$ cat src/rtl/program_load_sequencer_if.sv
// Bundle between the UART controller, the program load sequencer and the instruction memory.
// The sequencer takes the slave side; whoever feeds words and watches status takes the master side.
interface program_load_sequencer_if #(
    parameter int ADDRESS_WIDTH = 11
);
    logic                     memory_wr_in;
    logic [ADDRESS_WIDTH-1:0] memory_address_in;
    logic [15:0]              instruction_in;
    logic                     restart_in;
    logic                     imem_we_out;
    logic [ADDRESS_WIDTH-1:0] imem_address_out;
    logic [15:0]              imem_data_out;
    logic                     cpu_reset_out;
    logic                     load_done_out;
    logic                     load_error_out;
    logic [1:0]               error_code_out;
    logic [ADDRESS_WIDTH:0]   word_count_out;
    logic [15:0]              checksum_out;

    modport master (
        output memory_wr_in, memory_address_in, instruction_in, restart_in,
        input  imem_we_out, imem_address_out, imem_data_out, cpu_reset_out,
               load_done_out, load_error_out, error_code_out, word_count_out, checksum_out
    );

    modport slave (
        input  memory_wr_in, memory_address_in, instruction_in, restart_in,
        output imem_we_out, imem_address_out, imem_data_out, cpu_reset_out,
               load_done_out, load_error_out, error_code_out, word_count_out, checksum_out
    );
endinterface

$ cat src/rtl/program_load_sequencer.sv
// Validates the program word stream from the UART controller, writes data words to instruction
// memory one cycle after their strobe, and keeps the CPU in reset until a checksummed load completes.
module program_load_sequencer #(
    parameter int          ADDRESS_WIDTH = 11,
    parameter logic [15:0] END_MARKER    = 16'hFFFF
) (
    input  logic                     clock_in,
    input  logic                     reset_in,
    program_load_sequencer_if.slave  bus
);
    localparam logic [1:0] LOAD  = 2'd0;
    localparam logic [1:0] CHECK = 2'd1;
    localparam logic [1:0] DONE  = 2'd2;
    localparam logic [1:0] ERROR = 2'd3;

    localparam logic [1:0] CODE_NONE     = 2'd0;
    localparam logic [1:0] CODE_ADDRESS  = 2'd1;
    localparam logic [1:0] CODE_OVERFLOW = 2'd2;
    localparam logic [1:0] CODE_CHECKSUM = 2'd3;

    // Memory is full once every address has been written exactly once.
    localparam logic [ADDRESS_WIDTH:0] FULL_COUNT = {1'b1, {ADDRESS_WIDTH{1'b0}}};

    logic [1:0]               state_reg, state_next;
    logic [ADDRESS_WIDTH-1:0] expected_address_reg, expected_address_next;
    logic [ADDRESS_WIDTH:0]   word_count_reg, word_count_next;
    logic [15:0]              checksum_reg, checksum_next;
    logic [1:0]               error_code_reg, error_code_next;
    logic                     imem_we_reg, imem_we_next;
    logic [ADDRESS_WIDTH-1:0] imem_address_reg, imem_address_next;
    logic [15:0]              imem_data_reg, imem_data_next;

    logic address_ok;
    logic is_marker;

    assign address_ok = (bus.memory_address_in == expected_address_reg);
    assign is_marker  = (bus.instruction_in == END_MARKER);

    always_comb begin
        state_next            = state_reg;
        expected_address_next = expected_address_reg;
        word_count_next       = word_count_reg;
        checksum_next         = checksum_reg;
        error_code_next       = error_code_reg;
        imem_we_next          = 1'b0;
        imem_address_next     = imem_address_reg;
        imem_data_next        = imem_data_reg;

        // Restart beats a same-cycle word: the word is simply dropped.
        if (bus.restart_in) begin
            state_next            = LOAD;
            expected_address_next = '0;
            word_count_next       = '0;
            checksum_next         = '0;
            error_code_next       = CODE_NONE;
        end else if (bus.memory_wr_in) begin
            case (state_reg)
                LOAD: begin
                    if (!address_ok) begin
                        state_next      = ERROR;
                        error_code_next = CODE_ADDRESS;
                    end else if (is_marker) begin
                        state_next            = CHECK;
                        expected_address_next = expected_address_reg + 1'b1;
                    end else if (word_count_reg == FULL_COUNT) begin
                        state_next      = ERROR;
                        error_code_next = CODE_OVERFLOW;
                    end else begin
                        imem_we_next          = 1'b1;
                        imem_address_next     = bus.memory_address_in;
                        imem_data_next        = bus.instruction_in;
                        checksum_next         = checksum_reg + bus.instruction_in;
                        word_count_next       = word_count_reg + 1'b1;
                        expected_address_next = expected_address_reg + 1'b1;
                    end
                end
                CHECK: begin
                    if (!address_ok) begin
                        state_next      = ERROR;
                        error_code_next = CODE_ADDRESS;
                    end else if (bus.instruction_in == checksum_reg) begin
                        state_next = DONE;
                    end else begin
                        state_next      = ERROR;
                        error_code_next = CODE_CHECKSUM;
                    end
                end
                default: begin
                end
            endcase
        end
    end

    always_ff @(posedge clock_in) begin
        if (reset_in) begin
            state_reg            <= LOAD;
            expected_address_reg <= '0;
            word_count_reg       <= '0;
            checksum_reg         <= '0;
            error_code_reg       <= CODE_NONE;
            imem_we_reg          <= 1'b0;
            imem_address_reg     <= '0;
            imem_data_reg        <= '0;
        end else begin
            state_reg            <= state_next;
            expected_address_reg <= expected_address_next;
            word_count_reg       <= word_count_next;
            checksum_reg         <= checksum_next;
            error_code_reg       <= error_code_next;
            imem_we_reg          <= imem_we_next;
            imem_address_reg     <= imem_address_next;
            imem_data_reg        <= imem_data_next;
        end
    end

    assign bus.imem_we_out      = imem_we_reg;
    assign bus.imem_address_out = imem_address_reg;
    assign bus.imem_data_out    = imem_data_reg;
    assign bus.cpu_reset_out    = (state_reg != DONE);
    assign bus.load_done_out    = (state_reg == DONE);
    assign bus.load_error_out   = (state_reg == ERROR);
    assign bus.error_code_out   = error_code_reg;
    assign bus.word_count_out   = word_count_reg;
    assign bus.checksum_out     = checksum_reg;
endmodule

$ cat src/flat_wrapper.sv
// flat-port wrapper written by rule: the top's interface ports become plain ports
module program_load_sequencer_flat 
#(
    parameter int          ADDRESS_WIDTH = 11,
    parameter logic [15:0] END_MARKER    = 16'hFFFF
)
  (clock_in, reset_in, bus_memory_wr_in, bus_memory_address_in, bus_instruction_in, bus_restart_in, bus_imem_we_out, bus_imem_address_out, bus_imem_data_out, bus_cpu_reset_out, bus_load_done_out, bus_load_error_out, bus_error_code_out, bus_word_count_out, bus_checksum_out);
  program_load_sequencer_if #(.ADDRESS_WIDTH(ADDRESS_WIDTH)) bus_i ();
  input  logic clock_in;
  input  logic reset_in;
  input wire logic [$bits(bus_i.memory_wr_in)-1:0] bus_memory_wr_in;
  input wire logic [$bits(bus_i.memory_address_in)-1:0] bus_memory_address_in;
  input wire logic [$bits(bus_i.instruction_in)-1:0] bus_instruction_in;
  input wire logic [$bits(bus_i.restart_in)-1:0] bus_restart_in;
  output wire logic [$bits(bus_i.imem_we_out)-1:0] bus_imem_we_out;
  output wire logic [$bits(bus_i.imem_address_out)-1:0] bus_imem_address_out;
  output wire logic [$bits(bus_i.imem_data_out)-1:0] bus_imem_data_out;
  output wire logic [$bits(bus_i.cpu_reset_out)-1:0] bus_cpu_reset_out;
  output wire logic [$bits(bus_i.load_done_out)-1:0] bus_load_done_out;
  output wire logic [$bits(bus_i.load_error_out)-1:0] bus_load_error_out;
  output wire logic [$bits(bus_i.error_code_out)-1:0] bus_error_code_out;
  output wire logic [$bits(bus_i.word_count_out)-1:0] bus_word_count_out;
  output wire logic [$bits(bus_i.checksum_out)-1:0] bus_checksum_out;
  assign bus_i.memory_wr_in = bus_memory_wr_in;
  assign bus_i.memory_address_in = bus_memory_address_in;
  assign bus_i.instruction_in = bus_instruction_in;
  assign bus_i.restart_in = bus_restart_in;
  assign bus_imem_we_out = bus_i.imem_we_out;
  assign bus_imem_address_out = bus_i.imem_address_out;
  assign bus_imem_data_out = bus_i.imem_data_out;
  assign bus_cpu_reset_out = bus_i.cpu_reset_out;
  assign bus_load_done_out = bus_i.load_done_out;
  assign bus_load_error_out = bus_i.load_error_out;
  assign bus_error_code_out = bus_i.error_code_out;
  assign bus_word_count_out = bus_i.word_count_out;
  assign bus_checksum_out = bus_i.checksum_out;
  program_load_sequencer #(.ADDRESS_WIDTH(ADDRESS_WIDTH), .END_MARKER(END_MARKER)) u_core (.clock_in(clock_in), .reset_in(reset_in), .bus(bus_i));
endmodule
$ cat config.mk
export PLATFORM = sky130hd
export DESIGN_NAME = program_load_sequencer_flat
export DESIGN_NICKNAME = d
export VERILOG_FILES = /design/src/rtl/program_load_sequencer_if.sv /design/src/rtl/program_load_sequencer.sv /design/src/flat_wrapper.sv
export SDC_FILE = /design/constraint.sdc
export NUM_CORES = 1
export LEC_CHECK = 0
export CORE_MARGIN = 2
export CORE_UTILIZATION = 40
export DETAILED_ROUTE_END_ITERATION = 10
export PLACE_DENSITY = 0.67
export SLEW_MARGIN = 0
export SYNTH_ARGS = -nofsm -noshare
export SYNTH_HDL_FRONTEND = slang
export SYNTH_SLANG_ARGS = --single-unit
$ cat constraint.sdc
create_clock -name clock_in -period 6.9 [get_ports clock_in]
set_input_delay 1.38 -clock clock_in [delete_from_list [all_inputs] [get_ports clock_in]]
set_output_delay 1.38 -clock clock_in [all_outputs]
set_load 0.05 [all_outputs]
==> results of run 1 <==
-- layout make-up --
class	instances	area, sq um
fillers	881	4360
clock buffers	11	131
repair buffers	91	911
multi-input cells	354	2180
clock inverters	4	47.5
inverters	8	30.0
flip-flops and latches	71	1420
well taps	129	161
-- power breakdown --
group	total (mW)	internal, mW	leakage (nW)	switching [mW]
clock	0.324	0.164	0.0892	0.159
sequential	0.411	0.410	0.572	0.000897
combinational	0.0660	0.0296	1.04	0.0363
total	0.801	0.604	1.70	0.197
-- layer usage --
| metal | wire, um | part of all wire |
|---|---|---|
| met5 | 0 | 0 |
| met2 | 4750 | 0.47 |
| met1 | 4830 | 0.48 |
| met4 | 194 | 0.019 |
| met3 | 383 | 0.038 |
-- worst max-delay path, stage by stage --
cell and delay [ns]:
clkdlybuf4s50_1 0.46, xnor2_1 0.21, nand4_1 0.16, nor3_4 0.40, and4_1 0.75, nand2b_2 0.53
nand2_1 0.19, a21oi_1 0.08
-- logic make-up (layout without fill, tap and decap cells) --
logic type / after synthesis / in the layout / synth area share
AO/OA/AOI/OAI: 96 / 96 / 0.152
XOR/XNOR: 41 / 41 / 0.0966
adder cells (fa/ha/maj): 19 / 19 / 0.0646
buffers and inverters: 34 / 114 / 0.0501
flip-flops: 71 / 71 / 0.375
multiplexers: 1 / 1 / 0.00264
AND/OR/NAND/NOR: 197 / 197 / 0.259
-- cells in the mapped netlist, drive strengths merged (2+ instances only) --
| master | count |
|---|---|
| inv | 8 |
| nor4 | 4 |
| dfxtp | 71 |
| a31oi | 2 |
| o221ai | 2 |
| nor2b | 2 |
| nand2 | 90 |
| ha | 18 |
| nand2b | 5 |
| buf | 16 |
| and2 | 2 |
| o211ai | 2 |
| xnor2 | 29 |
| nor4b | 2 |
| xor2 | 12 |
| a21oi | 56 |
| o21ai | 10 |
| a21o | 6 |
| or3 | 2 |
| a211oi | 7 |
| nor3 | 9 |
| nand3 | 8 |
| clkbuf | 10 |
| and3 | 10 |
| o21a | 3 |
| nand4 | 17 |
| nor2 | 41 |
-- through the flow --
| stage | hold slack, ns | instance area, sq um | utilization |
|---|---|---|---|
| 4_1_cts | 0.454 | 4880 | 0.529 |
| 6_report | 0.454 | 4880 | 0.529 |
| 2_1_floorplan | 0.500 | 3790 | - |
| 3_5_place_dp | 0.444 | 4710 | 0.509 |
| 3_3_place_gp | 0.439 | 4710 | 0.509 |
| 5_1_grt | 0.474 | 4880 | 0.529 |
-- path summary, 6_finish.rpt --
| kind | cells after the start | endpoint | slack [ns] |
|---|---|---|---|
| min | 2 | u_core.bus.imem_address_out[2]$_SDFFE_PP0P_ | 0.45 |
| min reg2reg | 2 | u_core.bus.imem_address_out[2]$_SDFFE_PP0P_ | 0.45 |
| max reg2reg | 7 | u_core.bus.imem_address_out[8]$_SDFFE_PP0P_ | 3.96 |
| max | 8 | u_core.bus.imem_address_out[8]$_SDFFE_PP0P_ | 2.90 |
==> parameters.txt, run 1 <==
Parameter                              Value

STA
  Final critical delay including setup and external delays ... 4.00 ns
  Setup repair after global routing missed its margin ... false
  Setup violations, final ... 0
  Achievable Freq ... 0.250 GHz
  Hold Fails Final Rpt ... 0
  Setup skew after layout ... 0.0143 ns
  Final Worst Setup Slack ... roughly 2.9 ns
  Rel. slew slack ... 0.201
  Slew at the pin closest to its max-slew limit ... 1.20 ns
  Post-route fraction of the period consumed by the critical path ... 0.579
  Number of pins exceeding their max-slew limit in the final report ... 0
  Sum of negative setup slack ... 0 ns

Critical path
  Worst R2R Start ... u_core.expected_address_reg[2]$_SDFFE_PP0P_
  Critical setup path kind ... input pin to flip-flop
  CP max FO ... 27
  Worst setup path startpoint ... bus_memory_address_in[0]
  Critical path startpoint category ... input pin
  CP Data Arrival Time ... 4.17 ns
  Critical Path RT ... 7.07 ns
  Critical Path End Type ... flip-flop

Place
  DP Worst Slack ... 2.53 ns
  Port Buffer Count ... 91
  Post-DP HPWL ... around 7300 um
  Placer Congestion ... 0.902
  Number of placed instances with taps included ... ~650

Synthesis
  Synthesized netlist net count ... 509
  Warnings, synthesis ... 0
  Biggest area consumer among synthesized cells ... dfxtp_1
  Top cell type's share of synthesized area ... 0.375
  Flip-flop and latch count after synthesis ... 71
  Area of the mapped netlist ... approximately 3800 sq um
  FFs w/ async S/R, synth ... 0
  EDFF count, synth ... 0
  Synthesized area divided by synthesized cell count ... 8.27 sq um
  Distinct cell type count of the synthesized netlist ... 59
  Sequential element share of the synthesized area ... 0.375
  Primary FF master, synth ... dfxtp_1
  Largest cells by area after synthesis ... dfxtp_1, nand2_1, a21oi_1, xnor2_1, ha_1
  Gate count of the mapped netlist ... between 400 and 500

Power and ir drop
  Leak Pwr ... 1.70 nW
  Peak supply drop ... 0.0781 mV
  Final total power ... ~0.8 mW
  Cell area power density ... 164 nW/um^2

Final layout
  Number of antenna cells inserted ... 0
  Signed area change from the synthesized netlist to the final layout ... 28.8%
  Fraction of layout cells with a size suffix above 1 ... 0.0538
  Count of non-filler cells in the finished layout ... 668
  Most used cells in the layout excluding fill and tap cells ... clkdlybuf4s50_1, nand2_1, dfxtp_1, a21oi_1, nor2_1
  Most common cell after layout, fill and taps aside ... clkdlybuf4s50_1
  Net count, final ... roughly 590

Global route
  Global-route met2 utilization ... 0.319
  Largest net degree at the start of global routing ... 44
  Vias in the first global route ... 3260
  Number of antenna violations at the first check in global routing ... 0
  Global routing usage on met1 ... 0.270
  Total track usage ... 0.201
  Global-route wire length before repair ... 16400 um
  Congestion Overflow GR ... 0
  Met3 demand-to-capacity share in global routing ... 0.0373
  Busiest metal layer after global routing ... met2

CTS
  Hold_buf cts ... 0
  Max clock buf depth ... 2
  Clock tree from TritonCTS ... done
  Clock network latency to the later pin of the worst-skew pair ... 0.35 ns
  H-tree depth reported by CTS ... 3
  Clock-pin slew on the worst setup and hold paths ... around 0.070 ns
  Total clock sinks ... 71
  CTS resizes ... 0
  Cell at the root of the clock tree ... clkbuf_8
  Buffers inserted by post-CTS timing repair ... 0
  CTS buffer count ... 9

Detailed routing
  Wire length per cell after detailed routing ... around 15 um
  Detailed Route WL ... 10200 um
  Iter 0 DRT Violations ... 96
  Average vias per placed instance ... 5.13
  Vias after detailed routing ... 3427
  Antenna-violating nets left ... 0
  DRC violations left ... 0
  Pre-antenna DRT Iters ... 6

Min path
  Class of the tightest hold or removal check ... flip-flop to flip-flop
  Startpoint of the tightest hold check path ... u_core.bus.imem_address_out[2]$_SDFFE_PP0P_

Die
  Number of core rows ... 35
  Width of the die ... approximately 100 um
  DIE AREA ... 10300 sq um
  Area inside the core boundary ... 9240 sq um
  Top-level port count ... 92
  Initial Utilization ... 0.411
  Die H ... between 100 and 150 um

Job
  Number of max-cap violations ... 0

Status
  Result of the run ... complete, no violations
Power figures use the tool's default switching activity.
==> run 2: changes to the inputs <==
clock period = 3.9 ns   (was 6.9 ns; I/O delays follow)
==> run 2 against run 1 <==
Compared with the run above: critical path depth rose by 1; total power grew 82%; cell count up 0.75%; sequential cell count unchanged; die area stayed put; clock skew down 0.0064 ns; combinational power rose by 79%; core utilization is 0.64 points higher; largest cell class unchanged; largest power group unchanged; highest routed layer unchanged.
==> parameters.txt, run 2 (synthesis gave the netlist of run 1 again) <==
Parameter                              Value

STA
  Final Worst Setup Slack ... between 0.7 and 0.8 ns
  Sum of negative setup slack ... 0 ns
  Rel. slew slack ... 0.556
  Slew at the pin closest to its max-slew limit ... 0.649 ns
  Setup repair after global routing missed its margin ... false
  Setup skew after layout ... approximately 0.0078 ns
  Achievable Freq ... 0.313 GHz
  Number of pins exceeding their max-slew limit in the final report ... 0
  Final critical delay including setup and external delays ... 3.20 ns
  Hold Fails Final Rpt ... 0
  Setup violations, final ... 0
  Worst hold slack after final layout ... between 0.4 and 0.5 ns
  Post-route fraction of the period consumed by the critical path ... 0.820

Die
  Die H ... approximately 100 um
  Number of core rows ... 35
  DIE AREA ... 10300 sq um
  Initial Utilization ... 0.411
  Area inside the core boundary ... about 9200 sq um
  Top-level port count ... 92
  Width of the die ... 101 um

Detailed routing
  Vias after detailed routing ... 3440
  Detailed Route WL ... approximately 9900 um
  Average vias per placed instance ... 5.11
  Pre-antenna DRT Iters ... 4
  Wire length per cell after detailed routing ... 14.7 um
  DRC violations left ... 0
  Iter 0 DRT Violations ... 99
  Antenna-violating nets left ... 0

Critical path
  Critical Path End Type ... flip-flop
  Critical path startpoint category ... input pin
  Max stage delay cell, worst path ... a2111oi_0
  Worst R2R Start ... u_core.bus.checksum_out[6]$_SDFFE_PP0P_
  CP Data Arrival Time ... 3.47 ns
  CP max FO ... 6
  CP bufs+invs ... 1
  Sequence of cells on the critical path ... clkdlybuf4s50_1, ha_1, a2111oi_0, o21ai_2, a31oi_2, o31ai_1, xnor2_1, or3_1, a21oi_1
  Worst setup path startpoint ... bus_instruction_in[6]
  CP max stage delay ... about 0.63 ns
  Critical Path RT ... approximately 4.2 ns
  Crit path max-delay family ... compound AO/OA/AOI/OAI gates
  Critical setup path kind ... input pin to flip-flop

Place
  Port Buffer Count ... 91
  DP Worst Slack ... ~0.47 ns
  Standard cell area after detailed placement ... approximately 4700 sq um
  Placer Congestion ... 0.856
  Post-DP HPWL ... around 7200 um

Job
  Number of max-cap violations ... 0

CTS
  Clock network latency to the later pin of the worst-skew pair ... 0.35 ns
  Total clock sinks ... just over 70
  Clock-pin slew on the worst setup and hold paths ... about 0.07 ns
  Hold_buf cts ... 0
  H-tree depth reported by CTS ... 3
  CTS resizes ... 0
  Clock tree from TritonCTS ... done
  Cell at the root of the clock tree ... clkbuf_8
  CTS buffer count ... 9
  Max clock buf depth ... 2
  Buffers inserted by post-CTS timing repair ... 0

Power and ir drop
  Cell area power density ... 295 nW/um^2
  Peak supply drop ... between 0.15 and 0.2 mV
  Leak Pwr ... about 1.7 nW
  Final total power ... 1.46 mW

Global route
  Largest net degree at the start of global routing ... 32
  Number of antenna violations at the first check in global routing ... 0
  Congestion Overflow GR ... 0
  Vias in the first global route ... roughly 3300
  Total track usage ... 0.204
  Global-route wire length before repair ... 16500 um

Final layout
  Reg area ... 1420 sq um
  Total non-filler cell area in the finished layout ... just under 5000 sq um
  Fraction of layout cells with a size suffix above 1 ... 0.0662
  Number of antenna cells inserted ... 0
  Most common cell after layout, fill and taps aside ... clkdlybuf4s50_1
  Number of fill cells ... 890
  Most used cells in the layout excluding fill and tap cells ... clkdlybuf4s50_1, nand2_1, dfxtp_1, a21oi_1, nor2_1
  Total area of multi-input combinational cells ... approximately 2200 sq um
  Signed area change from the synthesized netlist to the final layout ... 30.3%
  Net count, final ... 589

Min path
  Class of the tightest hold or removal check ... flip-flop to flip-flop
  Startpoint of the tightest hold check path ... u_core.bus.imem_data_out[4]$_SDFFE_PP0P_

Status
  Result of the run ... complete, no violations
run 2: worst register-to-register path, delay by kind of cell, from the launching register on:
family | cells | cell delay (ns)
xor gates and xnor gates | 1 | 0.14
and+or+nand+nor | 1 | 0.31
DFF | 1 | 0.34
AOI/OAI and AO/OA | 5 | 1.37
adders and majority gates | 1 | 0.39
run 2: report_power, final:
part,leakage (nW),switching (mW),internal [mW]
clock network,0.105,0.284,0.329
registers,0.572,0.00162,0.726
logic,1.06,0.0644,0.0537
run 2: layout make-up:
cell class	instances	share of cell area
multi-input combinational	354	0.441
clock inverter	5	0.0114
tap	129	0.0327
timing repair buffer	95	0.190
inverter	8	0.00607
sequential	71	0.288
clock buffer	11	0.0306
run 2: path summary, 6_finish.rpt:
path                                               to  slack (ns)  depth (start not counted)
max          u_core.bus.checksum_out[15]$_SDFFE_PP0P_        0.70                          9
min          u_core.bus.imem_data_out[4]$_SDFFE_PP0P_        0.45                          2
max reg2reg  u_core.bus.checksum_out[15]$_SDFFE_PP0P_        1.27                          8
min reg2reg  u_core.bus.imem_data_out[4]$_SDFFE_PP0P_        0.45                          2
run 2: stage by stage:
stage	utilization	cells
floorplan	-	459
global placement	0.513	657
detailed placement	0.513	657
CTS	0.535	673
global route	0.535	673
finish	0.535	673
run 2: per-layer routing:
| layer | global-route usage | vias up | wire [um] |
|---|---|---|---|
| li1 | - | 1739 | - |
| met1 | 0.265 | 1619 | 4510 |
| met2 | 0.329 | 68 | 4860 |
| met3 | 0.0511 | 14 | 342 |
| met4 | 0.0728 | 0 | 159 |
| met5 | 0 | - | 0 |
==> run 3: changes to the inputs <==
clock period = 3.3 ns   (was 3.9 ns; I/O delays follow)
==> run 3 against run 2 <==
Compared with the run above: sequential share of layout area is 0.37 points lower; count of clock-buffer cells in the layout stayed put; total power is 19% higher.
==> parameters.txt, run 3 (synthesis gave the netlist of run 1 again) <==
Parameter                              Value

Die
  Top-level port count ... 92
  DIE AREA ... between 10000 and 15000 sq um
  Number of core rows ... 35
  Die H ... between 100 and 150 um
  Area inside the core boundary ... 9240 sq um
  Width of the die ... 101 um
  Initial Utilization ... 0.411

STA
  Setup repair after global routing missed its margin ... false
  Achievable Freq ... 0.361 GHz
  Slew at the pin closest to its max-slew limit ... about 0.67 ns
  Final critical delay including setup and external delays ... 2.77 ns
  Setup skew after layout ... 0.0111 ns
  Sum of negative setup slack ... 0 ns
  Post-route fraction of the period consumed by the critical path ... 0.839
  Rel. slew slack ... 0.555
  Hold Fails Final Rpt ... 0
  Number of pins exceeding their max-slew limit in the final report ... 0
  Setup violations, final ... 0

Detailed routing
  DRC violations left ... 0
  Detailed Route WL ... around 10000 um
  Pre-antenna DRT Iters ... 4
  Wire length per cell after detailed routing ... around 15 um
  Average vias per placed instance ... 5.12
  Antenna-violating nets left ... 0
  Iter 0 DRT Violations ... 100
  Vias after detailed routing ... 3484

Final layout
  Signed area change from the synthesized netlist to the final layout ... 32.0%
  Reg area ... ~1400 sq um
  Most common cell after layout, fill and taps aside ... clkdlybuf4s50_1
  Fraction of layout cells with a size suffix above 1 ... 0.0780
  Most used cells in the layout excluding fill and tap cells ... clkdlybuf4s50_1, nand2_1, dfxtp_1, a21oi_1, nor2_1
  Number of antenna cells inserted ... 0
  Total area of multi-input combinational cells ... around 2200 sq um
  Net count, final ... 596
  Number of fill cells ... ~870

Critical path
  Critical setup path kind ... input pin to flip-flop
  CP Data Arrival Time ... 3.01 ns
  Setup slack of the worst register-to-register path ... 0.95 ns
  Worst R2R Start ... u_core.bus.checksum_out[0]$_SDFFE_PP0P_
  R2R Path End ... u_core.bus.checksum_out[14]$_SDFFE_PP0P_
  Critical path startpoint category ... input pin
  CP max FO ... 4
  Sequence of cells on the critical path ... clkdlybuf4s50_1, ha_1, inv_1, fa_1, nor2b_1, o31a_1, o21ai_1, a21oi_1, o22ai_1, xnor2_1, a211oi_1
  Critical Path RT ... 3.54 ns
  Depth of the worst register-to-register path ... 10
  Max stage delay cell, worst path ... clkdlybuf4s50_1
  CP max stage delay ... between 0.5 and 0.6 ns
  Critical Path End Type ... flip-flop

CTS
  Max clock buf depth ... 2
  Hold_buf cts ... 0
  Clock tree from TritonCTS ... done
  Total clock sinks ... 71
  CTS resizes ... 0
  Clock network latency to the later pin of the worst-skew pair ... 0.35 ns
  CTS buffer count ... 9
  H-tree depth reported by CTS ... 3
  Clock-pin slew on the worst setup and hold paths ... 0.08 ns
  Cell at the root of the clock tree ... clkbuf_8
  Buffers inserted by post-CTS timing repair ... 0

Min path
  Startpoint of the tightest hold check path ... u_core.bus.imem_data_out[4]$_SDFFE_PP0P_
  Endpoint of the worst hold-timing path ... u_core.bus.imem_data_out[4]$_SDFFE_PP0P_
  Class of the tightest hold or removal check ... flip-flop to flip-flop
  Cell count of the worst hold path ... 2

Power and ir drop
  Leak Pwr ... 1.78 nW
  Peak supply drop ... about 0.19 mV
  Final total power ... 1.74 mW
  Cell area power density ... 347 nW/um^2

Global route
  Congestion Overflow GR ... 0
  Total track usage ... 0.206
  Vias in the first global route ... ~3500
  Global-route wire length before repair ... 16800 um
  Number of antenna violations at the first check in global routing ... 0
  Largest net degree at the start of global routing ... 33

Place
  Port Buffer Count ... 91
  Post-DP HPWL ... 7310 um
  Placer Congestion ... 0.916

Status
  Result of the run ... complete, no violations

Job
  Number of max-cap violations ... 0
run 3: how the worst max path moves through the flow:
stage	start	cells after the start	slack, ns	to
final	bus_instruction_in[0]	11	0.53	u_core.bus.checksum_out[14]$_SDFFE_PP0P_
after global routing	bus_instruction_in[6]	9	0.37	u_core.bus.error_code_out[1]$_SDFFE_PP0P_
after CTS	bus_instruction_in[6]	9	0.54	u_core.bus.checksum_out[15]$_SDFFE_PP0P_
after detailed placement	bus_instruction_in[6]	9	0.21	u_core.bus.checksum_out[15]$_SDFFE_PP0P_
after global placement	bus_instruction_in[6]	9	0.25	u_core.bus.checksum_out[15]$_SDFFE_PP0P_
after floorplan	u_core.bus.checksum_out[6]$_SDFFE_PP0P_	8	0.72	u_core.bus.checksum_out[15]$_SDFFE_PP0P_
run 3: where the power goes:
group,internal (mW),switching [mW]
sequential,0.858,0.00210
clock,0.389,0.347
combinational,0.0647,0.0767
total,1.31,0.426
run 3: per-stage QoR:
| step | setup slack [ns] | util | area [sq um] | cells | hold WS (ns) |
|---|---|---|---|---|---|
| after floorplan | 0.717 | - | 3790 | 459 | 0.500 |
| after global placement | 0.253 | 0.520 | 4800 | 664 | 0.439 |
| after detailed placement | 0.209 | 0.520 | 4800 | 664 | 0.443 |
| after CTS | 0.535 | 0.542 | 5010 | 680 | 0.456 |
| after global routing | 0.370 | 0.542 | 5010 | 680 | 0.472 |
| final | 0.531 | 0.542 | 5010 | 680 | 0.450 |
run 3: area by class of cell:
| cell class | instances | share of cell area |
|---|---|---|
| sequential | 71 | 0.284 |
| clock buffer | 11 | 0.0302 |
| inverter | 8 | 0.00600 |
| multi-input combinational | 354 | 0.436 |
| clock inverter | 5 | 0.0112 |
| tap | 129 | 0.0322 |
| timing repair buffer | 102 | 0.201 |
run 3: worst max-delay path: cells and delay by family:
kind	cells	cell delay [ns]
fa+ha+maj	2	0.60
buf+inv	2	0.57
xor+xnor	1	0.14
compound gates	5	0.87
simple gates	1	0.17
run 3: per-layer routing:
layer  up-vias  GRT usage  routed length, um
met5         -          0                  0
li1       1760          -                  -
met1      1634      0.273               4610
met3        14     0.0338                393
met2        76      0.346               4990
met4         0     0.0613                140
